File: src/rtl/dma_pkg.sv
`default_nettype none
// ============================================================================
//  Module      : dma_pkg
//  Description : Shared constants and types for the dma_ctrl register-
//                programmed DMA engine (register indices, CTRL/STAT bit
//                positions, transfer FSM state encoding).
//  Revision    : 1.0 - initial release
// ============================================================================
package dma_pkg;

  // Register index carried in adr[3:2]
  localparam logic [1:0] REG_SRC  = 2'd0;
  localparam logic [1:0] REG_DST  = 2'd1;
  localparam logic [1:0] REG_LEN  = 2'd2;
  localparam logic [1:0] REG_CTRL = 2'd3;

  // CTRL write bit positions
  localparam int CTRL_START    = 0;
  localparam int CTRL_IE       = 1;
  localparam int CTRL_DONE_CLR = 2;
  localparam int CTRL_ABORT    = 3;

  // STAT read bit positions
  localparam int STAT_BUSY = 0;
  localparam int STAT_IE   = 1;
  localparam int STAT_DONE = 2;

  // Transfer FSM: one read, one latency cycle, one write per word
  typedef enum logic [1:0] {
    ST_IDLE = 2'd0,
    ST_RD   = 2'd1,
    ST_LAT  = 2'd2,
    ST_WR   = 2'd3
  } dma_state_e;

endpackage
`default_nettype wire

File: src/rtl/dma_reg_file.sv
`default_nettype none
// ============================================================================
//  Module      : dma_reg_file
//  Description : IO-window decode for the DMA engine. Holds SRC/DST/LEN and
//                (when DMA_IRQ_EN is defined) the IE bit, produces one-cycle
//                START/DONE_CLR/ABORT command pulses and registered readback.
//  Macro       : DMA_IRQ_EN - implements the IE bit; otherwise IE reads 0.
//  Revision    : 1.0 - initial release
// ============================================================================
module dma_reg_file
  import dma_pkg::*;
#(
  parameter int AWIDTH = 14
) (
  input  logic              clk,
  input  logic              rst,
  input  logic              io_we,
  input  logic [AWIDTH+1:2] io_wadr,
  input  logic [31:0]       io_wdata,
  input  logic [AWIDTH+1:2] io_radr,
  input  logic              busy,
  input  logic              done,
  output logic [31:0]       io_rdata,
  output logic [AWIDTH-1:0] src,
  output logic [AWIDTH-1:0] dst,
  output logic [AWIDTH-1:0] len,
  output logic              ie_nxt,
  output logic              start,
  output logic              done_clr,
  output logic              abort
);

  logic [AWIDTH-1:0] src_q, src_d;
  logic [AWIDTH-1:0] dst_q, dst_d;
  logic [AWIDTH-1:0] len_q, len_d;
  logic              ie_q, ie_d;
  logic [31:0]       rdata_q, rdata_d;
  logic              wsel, rsel;
  logic              unused_wdata;

  // Only the low 16 bytes of the window are mapped
  assign wsel = (io_wadr[AWIDTH+1:4] == '0);
  assign rsel = (io_radr[AWIDTH+1:4] == '0);

  // Not every data bit has a home in every register
  assign unused_wdata = ^io_wdata;

  // Decode IO stores into register updates and command pulses
  always_comb begin
    src_d    = src_q;
    dst_d    = dst_q;
    len_d    = len_q;
    ie_d     = ie_q;
    start    = 1'b0;
    done_clr = 1'b0;
    abort    = 1'b0;
    if (io_we && wsel) begin
      case (io_wadr[3:2])
        REG_SRC:  if (!busy) src_d = io_wdata[AWIDTH-1:0];
        REG_DST:  if (!busy) dst_d = io_wdata[AWIDTH-1:0];
        REG_LEN:  if (!busy) len_d = io_wdata[AWIDTH-1:0];
        default: begin
          start    = io_wdata[CTRL_START] & ~busy;
          done_clr = io_wdata[CTRL_DONE_CLR];
          abort    = io_wdata[CTRL_ABORT];
`ifdef DMA_IRQ_EN
          ie_d     = io_wdata[CTRL_IE];
`endif
        end
      endcase
    end
  end

  // Readback mux; sampled into a register so data follows radr by one cycle
  always_comb begin
    rdata_d = '0;
    if (rsel) begin
      case (io_radr[3:2])
        REG_SRC: rdata_d[AWIDTH-1:0] = src_q;
        REG_DST: rdata_d[AWIDTH-1:0] = dst_q;
        REG_LEN: rdata_d[AWIDTH-1:0] = len_q;
        default: begin
          rdata_d[STAT_BUSY] = busy;
          rdata_d[STAT_IE]   = ie_q;
          rdata_d[STAT_DONE] = done;
        end
      endcase
    end
  end

  // Setup registers and readback register
  always_ff @(posedge clk) begin
    if (rst) begin
      src_q   <= '0;
      dst_q   <= '0;
      len_q   <= '0;
      rdata_q <= '0;
    end else begin
      src_q   <= src_d;
      dst_q   <= dst_d;
      len_q   <= len_d;
      rdata_q <= rdata_d;
    end
  end

`ifdef DMA_IRQ_EN
  // Interrupt-enable storage
  always_ff @(posedge clk) begin
    if (rst) ie_q <= 1'b0;
    else     ie_q <= ie_d;
  end
`else
  assign ie_q = 1'b0;
`endif

  assign io_rdata = rdata_q;
  assign src      = src_q;
  assign dst      = dst_q;
  assign len      = len_q;
  // Next-cycle IE lets the interrupt flop track IE and done at the same edge
  assign ie_nxt   = ie_d;

endmodule
`default_nettype wire

File: src/rtl/dma_ctrl.sv
`default_nettype none
// ============================================================================
//  Module      : dma_ctrl
//  Description : Register-programmed DMA engine. Copies LEN words inside the
//                data RAM, moving the low halfword of each source word to the
//                destination word, one access per granted RAM-port cycle.
//  Macro       : DMA_IRQ_EN - enables the completion interrupt (done & IE);
//                otherwise dma_irq is tied low.
//  Revision    : 1.0 - initial release
// ============================================================================
module dma_ctrl
  import dma_pkg::*;
#(
  parameter int AWIDTH = 14
) (
  input  logic              clk,
  input  logic              rst,
  input  logic              dma_io_we,
  input  logic [AWIDTH+1:2] dma_io_wadr,
  input  logic [31:0]       dma_io_wdata,
  input  logic [AWIDTH+1:2] dma_io_radr,
  output logic [31:0]       dma_io_rdata,
  output logic              dma_busy,
  input  logic              dma_gnt,
  output logic              dma_re_ma,
  output logic [AWIDTH+1:2] dataram_radr_ma,
  input  logic [15:0]       dataram_rdata_wb,
  output logic              dma_we_ma,
  output logic [AWIDTH+1:2] dataram_wadr_ma,
  output logic [15:0]       dataram_wdata_ma,
  output logic              dma_irq
);

  dma_state_e        state_q, state_d;
  logic [AWIDTH-1:0] src_cnt_q, src_cnt_d;
  logic [AWIDTH-1:0] dst_cnt_q, dst_cnt_d;
  logic [AWIDTH-1:0] len_cnt_q, len_cnt_d;
  logic [15:0]       hold_q, hold_d;
  logic              done_q, done_d;
  logic              re, we;

  logic [AWIDTH-1:0] src, dst, len;
  logic              ie_nxt, start, done_clr, abort;

  assign dma_busy = (state_q != ST_IDLE);

  dma_reg_file #(
    .AWIDTH (AWIDTH)
  ) u_reg_file (
    .clk      (clk),
    .rst      (rst),
    .io_we    (dma_io_we),
    .io_wadr  (dma_io_wadr),
    .io_wdata (dma_io_wdata),
    .io_radr  (dma_io_radr),
    .busy     (dma_busy),
    .done     (done_q),
    .io_rdata (dma_io_rdata),
    .src      (src),
    .dst      (dst),
    .len      (len),
    .ie_nxt   (ie_nxt),
    .start    (start),
    .done_clr (done_clr),
    .abort    (abort)
  );

  // Transfer FSM next-state, counter updates and RAM strobes
  always_comb begin
    state_d   = state_q;
    src_cnt_d = src_cnt_q;
    dst_cnt_d = dst_cnt_q;
    len_cnt_d = len_cnt_q;
    hold_d    = hold_q;
    done_d    = done_q;
    re        = 1'b0;
    we        = 1'b0;

    // Applied first so a simultaneous START (which reloads done) wins
    if (done_clr) done_d = 1'b0;

    if (abort) begin
      // Abandon the transfer; no strobe, no capture, done untouched
      state_d = ST_IDLE;
    end else begin
      case (state_q)
        ST_IDLE: begin
          if (start) begin
            src_cnt_d = src;
            dst_cnt_d = dst;
            len_cnt_d = len;
            if (len == '0) begin
              done_d = 1'b1;
            end else begin
              done_d  = 1'b0;
              state_d = ST_RD;
            end
          end
        end
        ST_RD: begin
          if (dma_gnt) begin
            re      = 1'b1;
            state_d = ST_LAT;
          end
        end
        ST_LAT: begin
          hold_d  = dataram_rdata_wb;
          state_d = ST_WR;
        end
        default: begin
          if (dma_gnt) begin
            we        = 1'b1;
            src_cnt_d = src_cnt_q + AWIDTH'(1);
            dst_cnt_d = dst_cnt_q + AWIDTH'(1);
            len_cnt_d = len_cnt_q - AWIDTH'(1);
            if (len_cnt_q == AWIDTH'(1)) begin
              state_d = ST_IDLE;
              done_d  = 1'b1;
            end else begin
              state_d = ST_RD;
            end
          end
        end
      endcase
    end
  end

  // FSM state, working counters, hold register and done flag
  always_ff @(posedge clk) begin
    if (rst) begin
      state_q   <= ST_IDLE;
      src_cnt_q <= '0;
      dst_cnt_q <= '0;
      len_cnt_q <= '0;
      hold_q    <= '0;
      done_q    <= 1'b0;
    end else begin
      state_q   <= state_d;
      src_cnt_q <= src_cnt_d;
      dst_cnt_q <= dst_cnt_d;
      len_cnt_q <= len_cnt_d;
      hold_q    <= hold_d;
      done_q    <= done_d;
    end
  end

  // RAM-side buses are forced to zero whenever their strobe is idle
  assign dma_re_ma        = re;
  assign dataram_radr_ma  = re ? src_cnt_q : '0;
  assign dma_we_ma        = we;
  assign dataram_wadr_ma  = we ? dst_cnt_q : '0;
  assign dataram_wdata_ma = we ? hold_q : '0;

`ifdef DMA_IRQ_EN
  logic irq_q, irq_d;

  assign irq_d = done_d & ie_nxt;

  // Interrupt level follows done & IE from the same edge on
  always_ff @(posedge clk) begin
    if (rst) irq_q <= 1'b0;
    else     irq_q <= irq_d;
  end

  assign dma_irq = irq_q;
`else
  logic unused_ie;

  assign unused_ie = ie_nxt;
  assign dma_irq   = 1'b0;
`endif

endmodule
`default_nettype wire

File: config.mk
export PLATFORM = sky130hd
export DESIGN_NAME = dma_ctrl
export DESIGN_NICKNAME = d
export VERILOG_FILES = /design/src/rtl/dma_pkg.sv /design/src/rtl/dma_reg_file.sv /design/src/rtl/dma_ctrl.sv
export SDC_FILE = /design/constraint.sdc
export NUM_CORES = 1
export LEC_CHECK = 0
export ABC_CLOCK_PERIOD_IN_PS = 6000
export CAP_MARGIN = 20
export CORE_MARGIN = 8
export CORE_UTILIZATION = 53
export DETAILED_ROUTE_END_ITERATION = 10
export PLACE_DENSITY = 0.92
export SLEW_MARGIN = 20
export SYNTH_ARGS = -nofsm -noshare
export SYNTH_HDL_FRONTEND = slang
export SYNTH_SLANG_ARGS = --single-unit
File: constraint.sdc
create_clock -name clk -period 6 [get_ports clk]
set_input_delay 1.2 -clock clk [delete_from_list [all_inputs] [get_ports clk]]
set_output_delay 1.2 -clock clk [all_outputs]
set_load 0.01 [all_outputs]
==> impl_results.md, run 1 <==
- Status: complete, no violations
- Root Buffer: clkbuf_16
- Ys Warns: 0
- Grt total ovfl: 0
- Fmax: 0.191 GHz
- Worst-Margin Slew: 1.03 ns
- TritonCTS clock tree: yes
- CP cell instances: clkdlybuf4s50_1 > and4bb_1 > and4_1 > nand2_1 > buf_4 > and3_1 > and2_1 > clkdlybuf4s50_1
- DR vias/cell: 6.28
- Clock Path Buffers: 2
- Die height: 124 um
- Total Power: 1.90 mW
- Max-cap violations: 0
- Critical Path AT: 4.05 ns
- Largest net degree at the start of global routing: 94
- Diode count: 0
- DRT antenna net count: 0
- Die area: 15500 um^2
- Worst stage delay on the critical path: 0.56 ns
- Placer Congestion: 0.886
- WL final: 20.5 mm
- Cts bufs inserted: 17
- Worst Setup Slack post-DPL: 0.864 ns
- Async set-reset flop share out of synthesis: 0%
- Worst path slowest cell: clkdlybuf4s50_1
- First-pass GRT wire length: 33.0 mm
- First drt pass iteration count: 5
- Final setup violation count: 0
- Cell Pwr Density: 237 nW/um^2
- Post-Syn Instances: 815
- Placed cell count: 1021
- Synth area leader: dfxtp_1
- Setup Buffers After CTS: 0
- Post-synth top area share: around 38%
- VDD IR-drop max: 0.173 mV
- Iter 0 DRT Violations: 684
- RSZ-0062 raised after global routing: false
- Core Area: around 11000 um^2
- Worst skew pair latency: 0.42 ns
- Max Slew Vio Count: 0
- Reg clk slew, reported paths: 0.06 ns
- Hold crit path type: flop to flop
- Critical path startpoint category: input pin
- Hold_buf cts: 0
- Most numerous cell in the Yosys netlist: nand2_1
- Worst setup EP type: output pin
- Synth cell count leaders: 125 x nand2_1, 117 x dfxtp_1, 103 x a21oi_1
- Row Count: 39
- Initial Util: 54.4%
- Vias in the first global route: ~6400
- Leakage: 2.72 nW
- Final hold slack: around 0.45 ns
- WP buf/inv: 3
- Share of cells above drive strength 1: 6.37%
- Fill count: 853
- Residual DRC count: 0
- Cell family with most CP delay: simple AND/OR/NAND/NOR gates
- Initial antenna violation count: 0
- Post-CTS sizing: 0
- Area grow syn2layout: 28.1%
- Area of the mapped netlist: ~6200 um^2
- Fin util: between 60 and 70%
- Finished Cell Area: 7990 um^2
- Crit Path Category: input pin to output pin
- Fraction of the yosys area taken by sequential cells: between 30% and 40%
- CP required: 4.80 ns
- Via count: 6614
- Nets: 985
- Yosys reg bits: between 100 and 150
- Clock Skew: 0.0122 ns
- Post-route minimum period: 5.25 ns
- Chip width: roughly 120 um
- Critical path peak fanout: 19
- Final number of hold-violating endpoints: 0
- Unique cell type count in the Yosys netlist: 56
- Placed instance area: 7390 um^2
- Detailed placement HPWL: 13.3 mm
- Dominant cells by area after synthesis: dfxtp_1 38%, a21oi_1 8.3%, nand2_1 7.5%
- Drt wl/cell: 19.5 um
- Crit path top cell by count: clkdlybuf4s50_1
- Setup tns final: 0 ns
- Port Buf Inserts: 122
- CTS Sinks: 117
- Number of synthesized flops with an enable pin: 0
- Rel. slew slack: 31.3%
- Mapped Avg Cell Area: 7.65 um^2
- H-tree levels: 4
- Post-synth top flop: dfxtp_1
- Final worst-path cycle share: 87.5%
- GRT Total Usage: 25.5%
- Fin cells: roughly 1100
- Final worst slack: 0.751 ns
- Ports: 160
layout by cell type, fill, tap and decap left out, drive strengths merged, types with 19 or more instances in the layout:
cell type	count
nand2	125
nor2	66
o31ai	31
conb	19
and2	46
dfxtp	117
nand3	35
a21oi	103
o311ai	19
clkdlybuf4s50	121
worst register-to-register path: stages, from the launching register on:
cell and delay, ns:
dfxtp_1 0.35, inv_1 0.13, ha_4 0.55, buf_4 0.59, nor4b_1 0.30, nand4_1 0.24, o31ai_1 0.33, a32oi_1 0.15
a311oi_1 0.30
sequential cells by signal, indices dropped and copies added, names as in the netlist, 2 cells and up:
register and cells:
len_cnt_q 14, hold_q 16, dst_cnt_q 14, src_cnt_q 14, u_reg_file.len 14, u_reg_file.io_rdata 14
state_q 2, u_reg_file.dst 14, u_reg_file.src 14
logic make-up (layout without fill, tap and decap cells):
logic type               after synthesis  after routing  synth area share [%]
AO/OA/AOI/OAI                        229            229                  23.5
adder cells (fa/ha/maj)                8              8                  1.60
flip-flops                           117            117                  37.5
other                                  1             19                0.0601
buffers and inverters                 98            175                  7.26
AND/OR/NAND/NOR                      347            347                  27.4
multiplexers                          15             15                  2.61
report_power, final:
group / switching (mW) / leakage (nW) / total, mW / internal [mW]
clock: 0.404 / 0.287 / 1.04 / 0.635
sequential: 0.0000131 / 0.942 / 0.777 / 0.777
combinational: 0.0410 / 1.49 / 0.0813 / 0.0403
final timing paths:
check	startpoint	end	slack [ns]	cells past startpoint
max reg2reg	state_q[1]	done_q	2.97	8
min reg2reg	hold_q[1]	hold_q[1]	0.45	2
min	hold_q[1]	hold_q[1]	0.45	2
max	dma_io_wadr[2]	dataram_radr_ma[15]	0.75	8
per-layer routing:
metal	track usage, %	vias to the layer above	part of all wire, %
li1	-	3074	-
met1	30.3	3017	39
met2	39.5	448	46
met3	10.1	75	12
met4	11.6	0	3.1
met5	0	-	0
layout make-up:
cell class,instances,area [um^2],share of cell area (%)
clock buffer,18,439,5.49
timing repair buffer,133,1300,16.2
tap,143,179,2.24
clock inverter,14,164,2.05
sequential,117,2340,29.3
inverter,10,37.5,0.470
multi-input combinational,618,3530,44.2
No activity file was read; power rests on OpenSTA's default activity.
==> run 2, diff against run 1 <==
--- a/config.mk
+++ b/config.mk
@@ -7,7 +7,7 @@
 export LEC_CHECK = 0
 export ABC_CLOCK_PERIOD_IN_PS = 6000
 export CAP_MARGIN = 20
-export CORE_MARGIN = 8
+export CORE_MARGIN = 1.5
 export CORE_UTILIZATION = 53
 export DETAILED_ROUTE_END_ITERATION = 10
 export PLACE_DENSITY = 0.92
==> run 2 against run 1 <==
Sequential share of layout area up 0.13 points. Non-clock buffer count up 1. Routed wire length down 4.6%.
==> impl_results.md, run 2 (synthesis gave the netlist of run 1 again) <==
- H-tree levels: 4 (unchanged)
- Most flop-heavy register: hold_q
- Die height: 111 um (-10%)
- RSZ-0062 raised after global routing: false
- Post-route minimum period: 5.23 ns (-0.0203 ns)
- Worst r2r src: state_q[0]
- WP buf/inv: 3 (unchanged)
- Row Count: 39 (unchanged)
- Placer Congestion: 0.902 (+1.8%)
- Final number of hold-violating endpoints: 0 (unchanged)
- Hold crit path type: flop to flop
- Final setup violation count: 0 (unchanged)
- Reg clk slew, reported paths: 0.06 ns (about the same)
- Iter 0 DRT Violations: 1065 (+56%)
- Largest net degree at the start of global routing: 60 (-36%)
- Leakage: 2.71 nW (-0.48%)
- Crit path top cell by count: clkdlybuf4s50_1
- Rel. slew slack: 31.7% (+0.44 points)
- Final worst-path cycle share: 87.1% (-0.34 points)
- WL final: 19.6 mm (-4.6%)
- Critical path peak fanout: 19 (unchanged)
- Share of cells above drive strength 1: 6.48% (+0.10 points)
- Setup tns final: 0 ns (unchanged)
- Fmax: 0.191 GHz (+0.39%)
- Nets: 986 (+0.10%)
- Drt wl/cell: 18.6 um (-4.6%)
- DR vias/cell: 6.45 (+2.7%)
- Vias in the first global route: 6245 (-2.1%)
- Commonest non-fill, non-tap cells in the layout: 125 x nand2_1, 121 x clkdlybuf4s50_1, 117 x dfxtp_1, 102 x a21oi_1, 66 x nor2_1
- Worst-Margin Slew: 1.02 ns (-0.0144 ns)
- Crit Path Category: input pin to output pin
- Via count: 6800 (+2.8%)
- Cts bufs inserted: 17 (unchanged)
- Max reg flops: 16 (unchanged)
- CP startpoint: dma_io_wadr[3]
- CTS Sinks: 117 (unchanged)
- Ports: 160 (unchanged)
- Worst skew pair latency: 0.43 ns (about the same)
- Status: complete, no violations
- Finished Cell Area: 7960 um^2 (-0.45%)
- CP cell instances: clkdlybuf4s50_1 > and4bb_1 > and4_1 > nand2_1 > buf_4 > and3_1 > and2_1 > clkdlybuf4s50_1
- Worst setup EP type: output pin
- Cell Pwr Density: 230 nW/um^2 (-3.3%)
- Worst stage delay on the critical path: 0.55 ns (about the same)
- Root Buffer: clkbuf_16
- First drt pass iteration count: 7 (+2)
- Diode count: 0 (unchanged)
- Cell family with most CP delay: simple AND/OR/NAND/NOR gates
- Core Area: 11500 um^2 (unchanged)
- GRT Total Usage: 30.9% (+5.4 points)
- Setup Buffers After CTS: 0 (unchanged)
- Critical path depth: 8 (unchanged)
- Initial antenna violation count: 0 (unchanged)
- Reg2reg setup slack: 2.84 ns (-0.13 ns)
- Grt total ovfl: 0 (unchanged)
- TritonCTS clock tree: yes
- Clock Path Buffers: 2 (unchanged)
- Critical path startpoint category: input pin
- Post-CTS sizing: 0 (unchanged)
- Placed instance area: 7400 um^2 (+0.10%)
- Hold_buf cts: 0 (unchanged)
- Final hold slack: 0.450 ns (+0.00433 ns)
- Detailed placement HPWL: 12.4 mm (-7.1%)
- Port Buf Inserts: 122 (unchanged)
- Max Slew Vio Count: 0 (unchanged)
- CP Capture Point: dataram_radr_ma[15]
- Initial Util: 54.4% (unchanged)
- VDD IR-drop max: 0.169 mV (-2.7%)
- R2R cell count: 8 (unchanged)
- DRT antenna net count: 0 (unchanged)
- Chip width: 111 um (-10%)
- Commonest non-fill, non-tap cell in the layout: nand2_1
- Area grow syn2layout: 27.6%
- Critical Path AT: 4.03 ns (-0.02 ns)
- CP required: 4.80 ns (about the same)
- Residual DRC count: 0 (unchanged)
- Reg2reg end: done_q
- Max-cap violations: 0 (unchanged)
- Die area: 12400 um^2 (-20%)
- Clock Skew: 0.00710 ns (-0.00509 ns)
- First-pass GRT wire length: 31.3 mm (-5.1%)
- Worst path slowest cell: clkdlybuf4s50_1
==> run 2: changes by cell type in the layout (fill, tap and decap cells not counted) <==
cell,change
inv_8,+3
inv_6,-1
bufinv_16,-2
buf_4,+1
clkbuf_8,-1
clkinv_2,+1
==> run 2: cell type report <==
cell class / instances / area, um^2
multi-input cells: 618 / 3530
fillers: 833 / 3510
flip-flops and latches: 117 / 2340
repair buffers: 134 / 1310
clock buffers: 17 / 425
well taps: 143 / 179
clock inverters: 15 / 134
inverters: 10 / 37.5
==> run 2: worst min path at each step <==
stage,from,endpoint,slack [ns],depth (start not counted)
3_5_place_dp,hold_q[5],hold_q[5],0.44,2
4_1_cts,hold_q[5],hold_q[5],0.45,2
6_report,hold_q[5],hold_q[5],0.45,2
5_1_grt,hold_q[4],hold_q[4],0.48,2
2_1_floorplan,hold_q[0],hold_q[0],0.43,2
3_3_place_gp,hold_q[6],hold_q[6],0.44,2
==> run 2: report_power, final <==
group / total [mW] / internal, mW / leakage [nW] / switching (mW)
sequential: 0.777 / 0.777 / 0.942 / 0.0000130
clock: 0.969 / 0.545 / 0.269 / 0.424
combinational: 0.0817 / 0.0407 / 1.50 / 0.0411
total: 1.83 / 1.36 / 2.71 / 0.465
==> run 2: per-stage QoR <==
| stage | worst slack, ns | utilization, % | power (mW) | std cells |
|---|---|---|---|---|
| 2_1_floorplan | 2.05 | - | 0.832 | 833 |
| 3_3_place_gp | 0.917 | 64.5 | 0.873 | 1022 |
| 3_5_place_dp | 0.887 | 64.5 | 0.873 | 1022 |
| 4_1_cts | 0.801 | 69.4 | 1.83 | 1054 |
| 5_1_grt | 0.658 | 69.4 | 1.87 | 1054 |
| 6_report | 0.771 | 69.4 | 1.83 | 1054 |
==> run 2: routing by layer <==
metal	vias to the layer above	global-route usage, %	part of all wire [%]
li1	3075	-	-
met1	3129	40.0	39
met2	495	48.5	45
met3	101	9.09	12
met4	0	12.8	3.9
met5	-	0	0
==> run 2: worst register-to-register path: stages, from the launching register on <==
cell,delay [ns]
dfxtp_1,0.34
inv_1,0.14
ha_4,0.54
buf_4,0.59
nor4b_1,0.36
nand4_1,0.29
o31ai_1,0.31
a32oi_1,0.15
a311oi_1,0.33
